==> config.mk <==
export PLATFORM = sky130hd
export DESIGN_NAME = beat_control_alu
export DESIGN_NICKNAME = d
export VERILOG_FILES = /design/src/rtl/beat_control_alu.sv
export SDC_FILE = /design/constraint.sdc
export NUM_CORES = 1
export LEC_CHECK = 0
export CORE_ASPECT_RATIO = 2
export CORE_MARGIN = 5
export CORE_UTILIZATION = 45
export CTS_CLUSTER_SIZE = 28
export DETAILED_ROUTE_END_ITERATION = 10
export GPL_TIMING_DRIVEN = 0
export PLACE_DENSITY = 0.79
export SYNTH_ARGS = -nofsm -noshare
export SYNTH_HDL_FRONTEND = slang
export SYNTH_SLANG_ARGS = --single-unit
==> constraint.sdc <==
create_clock -name clk -period 10.56 [get_ports clk]
set_input_delay 2.112 -clock clk [delete_from_list [all_inputs] [get_ports clk]]
set_output_delay 2.112 -clock clk [all_outputs]
set_load 0.05 [all_outputs]
==> src/rtl/beat_control_alu.sv <==
// beat_control_alu: SAP-style execution core combining the six-state timing ring,
// the opcode decoder that drives every W-bus strobe, and the accumulator/adder datapath.
module beat_control_alu (
    input  logic       clk,
    input  logic       reset,
    input  logic [3:0] operate_code,
    input  logic [7:0] bus_in,
    output logic [7:0] bus_out,
    output logic       bus_oe,
    output logic       t0,
    output logic       t1,
    output logic       t2,
    output logic       t3,
    output logic       t4,
    output logic       t5,
    output logic       lp,
    output logic       ep,
    output logic       lm,
    output logic       epr,
    output logic       li,
    output logic       ei,
    output logic       la,
    output logic       ea,
    output logic       n,
    output logic       ev,
    output logic       lb,
    output logic       lo,
    output logic       cout,
    output logic [7:0] a_reg
);
    localparam logic [3:0] OP_LDA = 4'h0;
    localparam logic [3:0] OP_ADD = 4'h1;
    localparam logic [3:0] OP_SUB = 4'h2;
    localparam logic [3:0] OP_OUT = 4'hE;
    localparam logic [3:0] OP_HLT = 4'hF;

    typedef enum logic [5:0] {
        ST_T0 = 6'b000001,
        ST_T1 = 6'b000010,
        ST_T2 = 6'b000100,
        ST_T3 = 6'b001000,
        ST_T4 = 6'b010000,
        ST_T5 = 6'b100000
    } ring_e;

    ring_e      ring_q, ring_d;
    logic       halt_q, halt_d;
    logic [7:0] a_q, a_d;
    logic [7:0] b_q, b_d;
    logic [7:0] addend_s;
    logic [8:0] sum_s;
    logic [5:0] ring_vec_s;

    // State registers: ring, halt flag, A and B.
    always_ff @(posedge clk or posedge reset) begin
        if (reset) begin
            ring_q <= ST_T0;
            halt_q <= 1'b0;
            a_q    <= 8'h00;
            b_q    <= 8'h00;
        end else begin
            ring_q <= ring_d;
            halt_q <= halt_d;
            a_q    <= a_d;
            b_q    <= b_d;
        end
    end

    // Ring advance and strobe decode; a set halt flag freezes the ring and silences everything.
    always_comb begin
        ring_d = ring_q;
        halt_d = halt_q;
        lp = 1'b0; ep = 1'b0; lm = 1'b0; epr = 1'b0; li = 1'b0; ei = 1'b0;
        la = 1'b0; ea = 1'b0; n  = 1'b0; ev  = 1'b0; lb = 1'b0; lo = 1'b0;
        if (!halt_q) begin
            case (ring_q)
                ST_T0: begin ep = 1'b1; lm = 1'b1; ring_d = ST_T1; end
                ST_T1: begin epr = 1'b1; li = 1'b1; ring_d = ST_T2; end
                ST_T2: begin lp = 1'b1; ring_d = ST_T3; end
                ST_T3: begin
                    ring_d = ST_T4;
                    case (operate_code)
                        OP_LDA, OP_ADD, OP_SUB: begin ei = 1'b1; lm = 1'b1; end
                        OP_OUT: begin ea = 1'b1; lo = 1'b1; end
                        OP_HLT: begin halt_d = 1'b1; ring_d = ST_T3; end
                        default: ring_d = ST_T4;
                    endcase
                end
                ST_T4: begin
                    ring_d = ST_T5;
                    case (operate_code)
                        OP_LDA: begin epr = 1'b1; la = 1'b1; end
                        OP_ADD, OP_SUB: begin epr = 1'b1; lb = 1'b1; end
                        default: ring_d = ST_T5;
                    endcase
                end
                ST_T5: begin
                    ring_d = ST_T0;
                    case (operate_code)
                        OP_ADD, OP_SUB: begin ev = 1'b1; la = 1'b1; end
                        default: ring_d = ST_T0;
                    endcase
                end
                default: ring_d = ST_T0;
            endcase
            if ((ring_q == ST_T3 || ring_q == ST_T4 || ring_q == ST_T5) &&
                (operate_code == OP_SUB)) begin
                n = 1'b1;
            end else begin
                n = 1'b0;
            end
        end else begin
            ring_d = ring_q;
        end
    end

    // Register load enables.
    always_comb begin
        a_d = la ? bus_in : a_q;
        b_d = lb ? bus_in : b_q;
    end

    // Subtraction as two's complement: invert B and inject n as carry-in.
    always_comb begin
        addend_s = b_q ^ {8{n}};
        sum_s    = {1'b0, a_q} + {1'b0, addend_s} + {8'h00, n};
    end

    // W-bus driver; A onto the bus wins over the adder result.
    always_comb begin
        if (ea) begin
            bus_out = a_q;
        end else if (ev) begin
            bus_out = sum_s[7:0];
        end else begin
            bus_out = 8'h00;
        end
        bus_oe = ea | ev;
    end

    assign ring_vec_s = ring_q;
    assign t0    = ring_vec_s[0];
    assign t1    = ring_vec_s[1];
    assign t2    = ring_vec_s[2];
    assign t3    = ring_vec_s[3];
    assign t4    = ring_vec_s[4];
    assign t5    = ring_vec_s[5];
    assign cout  = sum_s[8];
    assign a_reg = a_q;
endmodule

==> impl_metrics.tcl <==
set metrics [dict create \
    min_period_over_period 0.7887 \
    avgSynthCellArea_um2 9.204 \
    path_clk_slew_ns 0.08 \
    avgViaCountPerCell 5.469 \
    critPathMaxFanout 8 \
    async_reset_ff_frac 1.000 \
    rrSetupSlack_ns 8.27 \
    cts_made_buffers 3 \
    insertion_delay_ns 0.27 \
    critical_path_class "input pin to primary output" \
    r2r-end "b_q[4]$_DFFE_PP0P_" \
    met2_length_um 2640 \
    clock-sinks 23 \
    total_power_uw 347.8 \
    leakage_nw 1.079 \
    antenna_found_initial 0 \
    synth-seq-cells 23 \
    cp.required_ns 8.45 \
    start_util 0.4549 \
    wl_per_cell_um 15.31 \
    rsz0062_at_grt "false" \
    wl_met1_um 1624 \
    holdPathEnd "b_q[6]$_DFFE_PP0P_" \
    syn_area_um2 1730 \
    drive_gt1_frac 0.1452 \
    syn_inst 188 \
    highest-signal-layer "met4" \
    drt-initial-drc-count 52 \
    synth_edf_count 0 \
    fillers 333 \
    pin_count 50 \
    hold_class "flop to flop" \
    layout.nets 265 \
    rows 32 \
    vias 1597 \
    grt_pass1_vias 1666 \
    firstDrtPassIters 4 \
    hpwlAfterDp_um 3535 \
    antenna_cells 0 \
    drt_wl_total_um 4471 \
    cts_root_buf "clkbuf_8" \
    syn-num-nets 211 \
    die_w_um 53.85 \
    clock_path_buffers 2 \
    grt_use_total 0.1877 \
    cts_resized 0 \
    maxSlewHeadroom 0.4027 \
    ys_warn_count 0 \
    cap_violations 0 \
    r2r_cells 5 \
    outcome "finished clean" \
    startpoint_type "input pin" \
    routed-wl-met3_um 161 \
    critPathArrivalTime_ns 6.22 \
    syn2layout_area_growth_pct 34.71 \
    fin_worst_skew_ns 0.007097 \
    reg2reg_from "ring_q[2]$_DFFE_PP0N_" \
    ctsHoldBuffers 0 \
    worstHoldStart "b_q[6]$_DFFE_PP0P_" \
    tns_ns 0 \
    min_path_cells 1 \
    io_buffer_count 49 \
    tightestPinTransition_ns 0.8949 \
    overflow 0 \
    cts_tree "yes" \
    drv_slew 0 \
    ys_types 48 \
    fin_util 0.6128 \
    vdd_drop_max_mv 0.2219 \
    ant_nets 0 \
    grt_pass1_wl_um 7569 \
    gp_congestion 0.8895 \
    synth_ff_type "dfrtp_1" \
    min_period_ns 8.329 \
    coreArea_um2 3804 \
    hold_viol_final 0 \
    layout.cells.non_filler 292 \
    setup_viol 0 \
    placed_cells 288 \
    die_h_um 97.70 \
    ctsHtreeMaxLevel 1 \
    cts_setup_buffers 0 \
    route.detailed.drc 0 \
    grt_start_max_net_pins 24 \
    dieArea_um2 5261 \
    worstSetupEndpointType "primary output" \
    powerDensity_nw_per_um2 149.2 \
    max_freq_mhz 120.1 \
    yosysSeqAreaShare 0.3333 \
]
## metal layers
metal | GRT usage | vias to the layer above
li1 | - | 779
met1 | 0.2033 | 771
met2 | 0.3449 | 43
met3 | 0.01690 | 4
met4 | 0.07480 | 0
met5 | 0 | -
## layout make-up
cell class | count | area [um^2] | area share
clock inverter | 1 | 5.005 | 0.002147
inverter | 9 | 33.78 | 0.01449
buffer | 9 | 48.80 | 0.02093
sequential | 23 | 576.8 | 0.2474
tap | 51 | 63.81 | 0.02738
multi-input combinational | 147 | 1071 | 0.4595
timing repair buffer | 49 | 490.5 | 0.2104
clock buffer | 3 | 41.29 | 0.01771
## worst max path at each step
stage	end	depth (start not counted)	start
2_1_floorplan	bus_out[7]	10	operate_code[3]
3_3_place_gp	bus_out[7]	12	operate_code[3]
3_5_place_dp	bus_out[7]	12	operate_code[3]
4_1_cts	bus_out[7]	12	operate_code[3]
5_1_grt	bus_out[7]	12	operate_code[3]
6_report	bus_out[7]	12	operate_code[3]
## power by group
part | switching, mW | internal [mW] | total (mW) | leakage [nW]
sequential | 0.0101 | 0.100 | 0.110 | 0.315
combinational | 0.117 | 0.0636 | 0.181 | 0.738
clock | 0.0300 | 0.0264 | 0.0563 | 0.0255
## critical path: stages
cell,delay [ns]
clkdlybuf4s50_1,0.50
nor4_2,0.39
nand3_1,0.20
nor2_2,0.46
xor2_1,0.13
ha_1,0.38
a21oi_1,0.25
o21bai_1,0.12
a2111oi_0,0.54
a21oi_1,0.12
o21ai_0,0.19
clkdlybuf4s50_1,0.83
## cells in the final DEF (no fill, tap or decap), types with 2 or more instances in the layout
master | Yosys | routed
nor2_1 | 10 | 10
or2_2 | 3 | 3
nand2_1 | 18 | 18
clkdlybuf4s50_1 | 0 | 49
mux2_2 | 16 | 16
xor2_1 | 11 | 11
a21o_1 | 5 | 5
nand2b_1 | 3 | 3
nor3b_1 | 2 | 2
ha_1 | 8 | 8
nand3_1 | 2 | 2
buf_2 | 3 | 3
dfrtp_1 | 22 | 22
clkbuf_8 | 0 | 3
nor3_1 | 6 | 6
nand4_1 | 4 | 4
inv_1 | 9 | 9
clkbuf_1 | 4 | 4
or3_1 | 2 | 2
a21oi_1 | 8 | 8
or4_1 | 3 | 3
nor2b_1 | 3 | 3
o21ai_0 | 16 | 16
a32o_1 | 2 | 2
xnor2_1 | 3 | 3
## synth_stat cells (4+ instances only)
| cell | count | area share |
|---|---|---|
| a21o_1 | 5 | 0.022 |
| a21oi_1 | 8 | 0.023 |
| clkbuf_1 | 4 | 0.0087 |
| dfrtp_1 | 22 | 0.32 |
| ha_1 | 8 | 0.058 |
| inv_1 | 9 | 0.020 |
| mux2_2 | 16 | 0.10 |
| nand2_1 | 18 | 0.039 |
| nand4_1 | 4 | 0.014 |
| nor2_1 | 10 | 0.022 |
| nor3_1 | 6 | 0.017 |
| o21ai_0 | 16 | 0.046 |
| xor2_1 | 11 | 0.056 |
## kinds of logic after synthesis
logic type | count (synthesis) | share of synthesized area
buffers and inverters | 18 | 0.04772
multiplexers | 16 | 0.1041
adder cells (fa/ha/maj) | 9 | 0.06942
AO/OA/AOI/OAI | 41 | 0.1504
flip-flops | 23 | 0.3333
XOR/XNOR | 14 | 0.07086
AND/OR/NAND/NOR | 67 | 0.2242
## stage by stage
step / area [um^2] / setup WS (ns) / hold WS, ns
2_1_floorplan: 1730 / 2.622 / 0.5011
3_3_place_gp: 2285 / 2.293 / 0.5108
3_5_place_dp: 2285 / 2.266 / 0.5170
4_1_cts: 2331 / 2.259 / 0.5364
5_1_grt: 2331 / 1.824 / 0.5616
6_report: 2331 / 2.231 / 0.5332
Power figures use the tool's default switching activity.
